[config.mk]
export PLATFORM = sky130hd
export DESIGN_NAME = rip_gshare_predictor_flat
export DESIGN_NICKNAME = d
export VERILOG_FILES = /design/src/rtl/rip_gshare_predictor_pkg.sv /design/src/rtl/rip_gshare_predictor_if.sv /design/src/rtl/rip_gshare_predictor_counter_table.sv /design/src/rtl/rip_gshare_predictor.sv /design/src/flat_wrapper.sv
export SDC_FILE = /design/constraint.sdc
export NUM_CORES = 1
export LEC_CHECK = 0
export CAP_MARGIN = 5
export CORE_MARGIN = 4
export CORE_UTILIZATION = 46
export DETAILED_ROUTE_END_ITERATION = 12
export DONT_BUFFER_PORTS = 1
export PLACE_DENSITY_LB_ADDON = 0.08
export SLEW_MARGIN = 40
export SYNTH_ARGS = -nofsm -noshare
export SYNTH_HDL_FRONTEND = slang
export SYNTH_SLANG_ARGS = --single-unit
[constraint.sdc]
create_clock -name clk -period 3.2 [get_ports clk]
set_clock_uncertainty 0.15 [all_clocks]
set_input_delay 0.16 -clock clk [delete_from_list [all_inputs] [get_ports clk]]
set_output_delay 0.16 -clock clk [all_outputs]
set_load 0.01 [all_outputs]
[src/rtl/rip_gshare_predictor_pkg.sv]
// Shared types and constants for the gshare branch predictor: counter encoding,
// history type, FSM states and the saturating counter update.
package rip_branch_predictor_const;

  localparam int TABLE_DEPTH = 4;
  localparam int BP_PC_LSB   = 2;
  localparam int BP_PC_MSB   = BP_PC_LSB + TABLE_DEPTH - 1;

  typedef enum logic [1:0] {
    STRONGLY_UNTAKEN = 2'b00,
    WEAKLY_UNTAKEN   = 2'b01,
    WEAKLY_TAKEN     = 2'b10,
    STRONGLY_TAKEN   = 2'b11
  } bp_weight_t;

  typedef logic [TABLE_DEPTH-1:0] bp_ghr_t;

  typedef enum logic {
    BP_INIT = 1'b0,
    BP_RUN  = 1'b1
  } bp_state_t;

  function automatic bp_weight_t bp_sat_update(bp_weight_t w, logic taken);
    logic [1:0] v;
    v = w;
    if (taken && v != 2'b11)
      v = v + 2'd1;
    else if (!taken && v != 2'b00)
      v = v - 2'd1;
    return bp_weight_t'(v);
  endfunction

endpackage

[src/rtl/rip_gshare_predictor_if.sv]
// Lookup (IF side) and resolve (EX side) signals of the gshare predictor.
// master = pipeline driving requests, slave = predictor.
interface rip_gshare_predictor_if
  import rip_branch_predictor_const::*;
#(
  parameter int IDX_W = TABLE_DEPTH
) ();

  logic             ready_o;
  logic             pred_valid_i;
  logic [31:0]      pred_pc_i;
  logic             pred_valid_o;
  logic             pred_taken_o;
  logic [IDX_W-1:0] pred_index_o;
  logic [IDX_W-1:0] pred_ghr_o;
  logic             upd_valid_i;
  logic [IDX_W-1:0] upd_index_i;
  logic [IDX_W-1:0] upd_ghr_i;
  logic             upd_taken_i;
  logic             upd_mispred_i;

  modport master (
    input  ready_o, pred_valid_o, pred_taken_o, pred_index_o, pred_ghr_o,
    output pred_valid_i, pred_pc_i,
           upd_valid_i, upd_index_i, upd_ghr_i, upd_taken_i, upd_mispred_i
  );

  modport slave (
    output ready_o, pred_valid_o, pred_taken_o, pred_index_o, pred_ghr_o,
    input  pred_valid_i, pred_pc_i,
           upd_valid_i, upd_index_i, upd_ghr_i, upd_taken_i, upd_mispred_i
  );

endinterface

[src/rtl/rip_gshare_predictor_counter_table.sv]
// 2-bit saturating counter array: one synchronous write port (init or
// read-modify-write update) and one combinational read port with write bypass.
module rip_bp_counter_table
  import rip_branch_predictor_const::*;
#(
  parameter int IDX_W = TABLE_DEPTH
) (
  input  logic             clk,
  input  logic             i_wr_en,
  input  logic             i_wr_init,
  input  logic [IDX_W-1:0] i_wr_idx,
  input  logic             i_wr_taken,
  input  logic [IDX_W-1:0] i_rd_idx,
  output bp_weight_t       o_rd_data
);

  bp_weight_t r_mem [0:(1<<IDX_W)-1];
  bp_weight_t w_wr_data;

  assign w_wr_data = i_wr_init ? WEAKLY_UNTAKEN
                               : bp_sat_update(r_mem[i_wr_idx], i_wr_taken);

  always_ff @(posedge clk) begin
    if (i_wr_en)
      r_mem[i_wr_idx] <= w_wr_data;
  end

  // A same-cycle write to the looked-up entry is forwarded so the lookup sees the new value.
  assign o_rd_data = (i_wr_en && (i_wr_idx == i_rd_idx)) ? w_wr_data : r_mem[i_rd_idx];

endmodule

[src/rtl/rip_gshare_predictor.sv]
// Gshare direction predictor: init sweep FSM, speculative GHR with mispredict
// repair, PC^GHR index hash and registered prediction outputs.
module rip_gshare_predictor
  import rip_branch_predictor_const::*;
#(
  parameter int IDX_W  = TABLE_DEPTH,
  parameter int PC_LSB = BP_PC_LSB,
  parameter int PC_MSB = BP_PC_MSB
) (
  input  logic                   clk,
  input  logic                   rst,
  rip_gshare_predictor_if.slave  bp
);

  bp_state_t        r_state;
  bp_state_t        w_state_nxt;
  logic [IDX_W-1:0] r_sweep_cnt;
  logic [IDX_W-1:0] r_ghr;
  logic             r_pred_valid;
  logic             r_pred_taken;
  logic [IDX_W-1:0] r_pred_index;
  logic [IDX_W-1:0] r_pred_ghr;

  logic             w_run;
  logic             w_ready;
  logic             w_sweep_last;
  logic             w_upd_acc;
  logic             w_recover;
  logic             w_pred_acc;
  logic [IDX_W-1:0] w_idx;
  logic             w_wr_en;
  logic [IDX_W-1:0] w_wr_idx;
  bp_weight_t       w_rd_weight;
  logic             w_taken;

  assign w_run        = (r_state == BP_RUN);
  assign w_sweep_last = (r_sweep_cnt == {IDX_W{1'b1}});
  assign w_upd_acc    = w_run && bp.upd_valid_i;
  assign w_recover    = w_upd_acc && bp.upd_mispred_i;
  // IF is being flushed during recovery, so a lookup in that cycle is discarded.
  assign w_pred_acc   = w_run && bp.pred_valid_i && !w_recover;
  assign w_idx        = bp.pred_pc_i[PC_MSB:PC_LSB] ^ r_ghr;
  assign w_wr_en      = !w_run || w_upd_acc;
  assign w_wr_idx     = w_run ? bp.upd_index_i : r_sweep_cnt;
  assign w_taken      = w_rd_weight[1];

  rip_bp_counter_table #(.IDX_W(IDX_W)) u_table (
    .clk        (clk),
    .i_wr_en    (w_wr_en),
    .i_wr_init  (!w_run),
    .i_wr_idx   (w_wr_idx),
    .i_wr_taken (bp.upd_taken_i),
    .i_rd_idx   (w_idx),
    .o_rd_data  (w_rd_weight)
  );

  always_ff @(posedge clk or posedge rst) begin
    if (rst) begin
      r_state     <= BP_INIT;
      r_sweep_cnt <= '0;
    end else begin
      r_state     <= w_state_nxt;
      if (!w_run)
        r_sweep_cnt <= r_sweep_cnt + 1'b1;
    end
  end

  always_comb begin
    w_state_nxt = r_state;
    w_ready     = 1'b0;
    case (r_state)
      BP_INIT: if (w_sweep_last) w_state_nxt = BP_RUN;
      BP_RUN:  w_ready = 1'b1;
      default: w_state_nxt = BP_INIT;
    endcase
  end

  always_ff @(posedge clk or posedge rst) begin
    if (rst) begin
      r_ghr        <= '0;
      r_pred_valid <= 1'b0;
      r_pred_taken <= 1'b0;
      r_pred_index <= '0;
      r_pred_ghr   <= '0;
    end else begin
      r_pred_valid <= w_pred_acc;
      if (w_pred_acc) begin
        r_pred_taken <= w_taken;
        r_pred_index <= w_idx;
        r_pred_ghr   <= r_ghr;
      end
      if (w_recover)
        r_ghr <= {bp.upd_ghr_i[IDX_W-2:0], bp.upd_taken_i};
      else if (w_pred_acc)
        r_ghr <= {r_ghr[IDX_W-2:0], w_taken};
    end
  end

  assign bp.ready_o      = w_ready;
  assign bp.pred_valid_o = r_pred_valid;
  assign bp.pred_taken_o = r_pred_taken;
  assign bp.pred_index_o = r_pred_index;
  assign bp.pred_ghr_o   = r_pred_ghr;

endmodule
[src/flat_wrapper.sv]
// flat-port wrapper written by rule: the top's interface ports become plain ports
module rip_gshare_predictor_flat import rip_branch_predictor_const::*;
#(
  parameter int IDX_W  = TABLE_DEPTH,
  parameter int PC_LSB = BP_PC_LSB,
  parameter int PC_MSB = BP_PC_MSB
)
  (clk, rst, bp_ready_o, bp_pred_valid_o, bp_pred_taken_o, bp_pred_index_o, bp_pred_ghr_o, bp_pred_valid_i, bp_pred_pc_i, bp_upd_valid_i, bp_upd_index_i, bp_upd_ghr_i, bp_upd_taken_i, bp_upd_mispred_i);
  rip_gshare_predictor_if #(.IDX_W(IDX_W)) bp_i ();
  input  logic clk;
  input  logic rst;
  output wire logic [$bits(bp_i.ready_o)-1:0] bp_ready_o;
  output wire logic [$bits(bp_i.pred_valid_o)-1:0] bp_pred_valid_o;
  output wire logic [$bits(bp_i.pred_taken_o)-1:0] bp_pred_taken_o;
  output wire logic [$bits(bp_i.pred_index_o)-1:0] bp_pred_index_o;
  output wire logic [$bits(bp_i.pred_ghr_o)-1:0] bp_pred_ghr_o;
  input wire logic [$bits(bp_i.pred_valid_i)-1:0] bp_pred_valid_i;
  input wire logic [$bits(bp_i.pred_pc_i)-1:0] bp_pred_pc_i;
  input wire logic [$bits(bp_i.upd_valid_i)-1:0] bp_upd_valid_i;
  input wire logic [$bits(bp_i.upd_index_i)-1:0] bp_upd_index_i;
  input wire logic [$bits(bp_i.upd_ghr_i)-1:0] bp_upd_ghr_i;
  input wire logic [$bits(bp_i.upd_taken_i)-1:0] bp_upd_taken_i;
  input wire logic [$bits(bp_i.upd_mispred_i)-1:0] bp_upd_mispred_i;
  assign bp_ready_o = bp_i.ready_o;
  assign bp_pred_valid_o = bp_i.pred_valid_o;
  assign bp_pred_taken_o = bp_i.pred_taken_o;
  assign bp_pred_index_o = bp_i.pred_index_o;
  assign bp_pred_ghr_o = bp_i.pred_ghr_o;
  assign bp_i.pred_valid_i = bp_pred_valid_i;
  assign bp_i.pred_pc_i = bp_pred_pc_i;
  assign bp_i.upd_valid_i = bp_upd_valid_i;
  assign bp_i.upd_index_i = bp_upd_index_i;
  assign bp_i.upd_ghr_i = bp_upd_ghr_i;
  assign bp_i.upd_taken_i = bp_upd_taken_i;
  assign bp_i.upd_mispred_i = bp_upd_mispred_i;
  rip_gshare_predictor #(.IDX_W(IDX_W), .PC_LSB(PC_LSB), .PC_MSB(PC_MSB)) u_core (.clk(clk), .rst(rst), .bp(bp_i));
endmodule
-- Word level (Yosys, flattened, before mapping)
Memories as Yosys holds them, arrays and structs flattened.
Cells that the tools add are included.
- flip-flop bits (word level): 19
- bits in latches: 0
- memory bits (writable): 32
- bits in read-only memories: 0
- input bits: 46
- output and inout port bits: 11
- memories kept: 1
- memories (name ; depth ; width ; rd ports ; clocked after Yosys merged registers in ; write ports ; line ; RTL):
    u_core.u_table.r_mem ; 16 ; 2 ; 2 ; 0 ; 1 ; rip_gshare_predictor_counter_table.sv:17 ; bp_weight_t r_mem [0:(1<<IDX_W)-1];
- add/sub/neg operators: 3
- multipliers: 0
- divide/modulo/power cells: 0
- $lt $le $gt $ge: 0
- equal/unequal tests: 3
- shift-type cells: 0
- mux-type cells: 12
- bitwise gates (word level): 1
- reductions and logical operators: 13
- operator list (kind ; number):
    4-bit 2-to-1 mux ; 3
    2-bit 2-to-1 mux ; 4
    1-bit logical AND ; 7
    1-bit 2-to-1 mux ; 5
    4-bit by 1-bit adder with 4-bit output (second input constant) ; 1
    4-bit == test ; 1
    4-bit == test (second input constant) ; 1
    2-bit nonzero test ; 2
    4-bit XOR ; 1
    1-bit logical NOT ; 3
    2-bit by 1-bit adder with 2-bit output (second input constant) ; 1
    2-bit != test (second input constant) ; 1
    2-bit by 1-bit subtractor with 2-bit output (second input constant) ; 1
    1-bit logical OR ; 1

-- Depth between registers and ports, before layout
An unclocked memory read counts as a cell.
- depth after elaboration: 10
- mapped depth: 15
- depth with buffers taken out: 12

-- Hierarchy
Synthesis repeated with hierarchy kept, for this count alone.
- cell total of the unflattened synthesis: 182
- area, all modules: 2702.6 µm²
- modules (own cells, without submodules) (module ; instances ; cells each ; area an instance (µm²) ; seq. area each (µm²)):
    rip_bp_counter_table ; 1 ; 115 ; 1796.7 ; 960.9
    rip_gshare_predictor ; 1 ; 67 ; 905.9 ; 475.5

-- Least setup slack after synthesis
Ideal clock, no wire load.
- kind: register to register
- start: reg u_core.r_state
- end: mem u_core.u_table.r_mem[0][1] (netlist name), data pin
- library setup time: 277 ps
- arrival: 2873 ps
- data required time: 2773 ps
- path slack: -100 ps
- stages on the path, launching flop included: 12
- cells stage by stage: dfrtp_1 buf_2 mux2i_2 buf_4 mux2i_1 mux2i_1 mux4_2 ha_1 nor2_1 a22oi_1 nand2_1 nor2_1
- longest elaborated chain between the ends: 7
- elaborated cells on any way between the ends: 11
- ends and longest elaborated chain (what ; line ; RTL):
    from (decl) ; rip_gshare_predictor.sv:15 ; bp_state_t r_state;
    from (signal assigned) ; rip_gshare_predictor.sv:62 ; r_state <= w_state_nxt;
    branches (longest 6 deep; another with memory read 16 x 2 bit) ; - ;
    2-bit 2-to-1 mux (*) ; rip_gshare_predictor_counter_table.sv:20 ; assign w_wr_data = i_wr_init ? WEAKLY_UNTAKEN
    named net u_core.u_table.w_wr_data[1] ; rip_gshare_predictor_counter_table.sv:18 ; bp_weight_t w_wr_data;
    to (decl) ; rip_gshare_predictor_counter_table.sv:17 ;
Mark *: on every way through the listed nets, which the timed path passes.

-- Worst setup path in the final report
- start: reg u_core.r_state
- end: reg u_core.r_ghr[0]
- longest elaborated chain between the ends: 10
- elaborated cells on any way between the ends: 24
- ends and longest elaborated chain (what ; line ; RTL):
    branches (longest 10 deep; another with memory read 16 x 2 bit) ; - ;
    to (signal assigned) ; rip_gshare_predictor.sv:93 ; r_ghr <= {bp.upd_ghr_i[IDX_W-2:0], bp.upd_taken_i};
    to (signal assigned) ; rip_gshare_predictor.sv:95 ; r_ghr <= {r_ghr[IDX_W-2:0], w_taken};
    to (decl) ; rip_gshare_predictor.sv:18 ; logic [IDX_W-1:0] r_ghr;
Several ways; the timed one is not identified. The select of a mux whose other input is x is not followed.
A chain may end at the register's enable or synchronous reset.

==> results.md <==
- Num ports: 57
- Clock slew at reported path FFs: 0.10 ns
- Post-Synth Adder-Cell Area: 0.0133
- Placed Instances: 323
- Post-detail-place hpwl: approximately 4400 um
- Final nets: 313
- HP Class: input port to flip-flop
- Post-synth net total: between 200 and 300
- Most common cell in the synthesized netlist: nor2_1
- Synth top area share: 0.341
- GRT Total Usage: 0.176
- Minimum clock period: 3.14 ns
- Crit path largest cell delay: 0.51 ns
- Sequential share of the synthesized area: 0.509
- Fraction of synthesized area in multiplexers: 0.127
- Post-synthesis compound-gate area fraction: 0.0679
- Final core occ: 0.550
- Count of cell types in the netlist: 45
- Worst-margin pin slew: just over 0.7 ns
- Layout cells sized above 1: 0.158
- Vias: between 1.5k and 2k
- Fmax: 319 MHz
- Post-Synth XOR/XNOR Area: 0.0510
- Port-buffer cells: 0
- Max IR drop VDD: ~0.36 mV
- Wire length on met3: ~310 um
- CP Max Fanout: 13
- Global-route wire length before repair: between 10000 and 15000 um
- Largest net degree at the start of global routing: 20
- Core outline area: 5920 um2
- PD cells: 476 nW/um2
- Max_slew headroom: 0.524
- Root cell of the clock tree: clkbuf_8
- Fin cells: 340
- Mean post-synth cell area: between 10 and 15 um2
- Fillers: 501
- Area growth syn-to-layout: 15.4%
- Die Ht: 86.3 um
- Largest family of logic cells by synthesized area: simple AND/OR/NAND/NOR gates
- Post-synthesis register bit count: 51
- CP bufs+invs: 1
- Post-Syn Area: roughly 2800 um2
- Starting Density: 0.476
- H-Tree Depth: 2
- Number of CTS-inserted buffers: 5
- Critical path data arrival time: 3.23 ns
- Die area: roughly 7400 um2
- RSZ-0062 raised after global routing: yes
- Skew-Pair Late Insertion Delay: 0.31 ns
- Syn. warnings: 0
- Startpoint type of the worst setup path: flip-flop
- Worst EP required: ~3.3 ns
- Drc violations: 0
- First-pass DRT Iterations: 4
- Most used flip-flop cell after synthesis: edfxtp_1
- CP Capture Type: flip-flop
- Vias in the first global route: 1939
- Status: completed
- Routed length per instance: around 18 um
- Gpl congestion: 0.885
- Simple-gate portion of the synthesized area: 0.202
- Die width: 86.3 um
- Final-report hold violation count: 0
- Crit Path Class: flip-flop to flip-flop
- Fin. max-slew vios: 0
- Antenna Cells: 0
- Vias per Instance: roughly 5.7
- Final setup viols: 0
- Iter 0 DRT Violations: 189
- Post-DRT Antenna Nets: 0
- Post-synth EDFFs: 32
- DRT met1 WL: 2860 um
- CTS tree: built
- Async SR Flop Fraction: 0.373
- Top Layer Used: met4
- Initial antenna violation count: 0
- CP max-delay cell: mux4_2
- CTS Buffer Depth: 2
- Dominant cell type by area after synthesis: edfxtp_1
- Tcrit/Tclk final: 0.980
- Total Neg Setup Slack: 0 ns
- Final WL: 6070 um
- CP delay by family, top: multiplexers
- Max_cap viols: 0
- Largest cells by area after synthesis: edfxtp_1 (34%), dfrtp_1 (17%), mux2i_1 (6.0%)
- Critical path cell sequence: mux2i_4, buf_12, mux2i_2, mux2i_1, mux4_2, ha_1, nor2_1, a22oi_1, nand2_1, or3_1, o21ai_2, a211o_1
- Cell count after synthesis: between 200 and 250
- Leak: around 1.3 nW
- Grt total ovfl: 0
- Metal2 WL: about 2800 um
- Clock Sinks: 51
- Post-synth top cells: nor2_1 (35), nand2_1 (33), edfxtp_1 (32)
- Site Rows: 28
-- cells in the final DEF, fill, tap and decap left out, drive strengths merged, types with 2 or more instances in the layout --
cell type	synthesis	final
o21ai	5	5
xor2	6	6
nor4	4	4
a31oi	3	3
a41o	4	4
nor4bb	7	7
xor3	2	2
a21oi	2	2
nor4b	12	12
nand2	33	33
nand2b	2	2
nor2b	3	3
ha	3	3
or3	2	2
inv	5	6
mux2i	19	19
nor2	35	35
dfrtp	19	19
clkbuf	6	5
dlygate4sd3	0	7
buf	8	18
edfxtp	32	32
a21o	6	6
xnor2	5	5
nand3	3	3
mux4	6	6
-- flip-flops by register name, indices dropped and copies added, names as in the netlist --
register                flops
u_core.r_ghr                4
u_core.bp.pred_taken_o      1
u_core.r_sweep_cnt          4
u_core.bp.pred_ghr_o        4
u_core.bp.pred_index_o      4
u_core.r_state              1
u_core.bp.pred_valid_o      1
u_core.u_table.r_mem       32
-- layer usage --
layer,track usage,up-vias
li1,-,948
met3,0.0390,8
met1,0.243,922
met5,0,-
met2,0.280,45
met4,0.0482,0
-- metrics by stage --
stage	setup slack [ns]	cell area [um2]	hold WS, ns	total power [mW]
global route	-0.0936	3260	0.0459	1.64
global placement	0.0619	3030	0.0603	1.17
finish	0.0649	3260	0.0316	1.55
CTS	0.0255	3190	0.0291	1.56
detailed placement	0.0612	3030	0.0556	1.17
floorplan	0.0199	2830	-0.0389	1.06
-- area by class of cell --
type,count,area [um2],area share
multi-input combinational,176,1350,0.415
clock inverter,3,23.8,0.00730
clock buffer,5,68.8,0.0211
inverter,5,18.8,0.00576
tap,75,93.8,0.0288
sequential,51,1440,0.441
timing repair buffer,25,263,0.0807
-- worst min-delay path, stage by stage --
cell,delay [ns]
xor2_1,0.04
buf_4,0.16
nand2_1,0.06
nand2_1,0.04
-- kinds of logic after synthesis --
kind of cell,Yosys count
flip-flops,51
AND/OR/NAND/NOR,108
AO/OA/AOI/OAI,26
XOR/XNOR,13
buffers and inverters,19
adder cells (fa/ha/maj),3
multiplexers,26
-- timing repair --
item                                    CTS  global route
hold buffers                              7             0
resized for setup                         0             9
endpoints found under the setup margin    0            34
setup buffers                             0             2
hold endpoints to repair                 25             0
-- report_power, final --
part	internal [mW]	switching (mW)	total [mW]
logic	0.175	0.153	0.328
registers	0.781	0.0573	0.838
clock network	0.158	0.226	0.384
total	1.11	0.437	1.55
-- final timing paths --
path | start | endpoint | slack (ns) | cells past startpoint
max in group asynchronous | rst | u_core.bp.pred_ghr_o[1]$_DFFE_PP0P_ | 2.19 | 2
setup reg to reg | u_core.r_state$_DFF_PP0_ | u_core.r_ghr[0]$_DFFE_PP0P_ | 0.06 | 12
setup / recovery | u_core.r_state$_DFF_PP0_ | u_core.r_ghr[0]$_DFFE_PP0P_ | 0.06 | 12
hold reg to reg | u_core.r_ghr[3]$_DFFE_PP0P_ | u_core.bp.pred_ghr_o[3]$_DFFE_PP0P_ | 0.39 | 2
hold / removal | bp_pred_pc_i[5] | u_core.bp.pred_index_o[3]$_DFFE_PP0P_ | 0.03 | 4
min in group asynchronous | rst | u_core.r_sweep_cnt[0]$_DFFE_PP0N_ | 0.25 | 2
(Power assumes the default switching activity.)
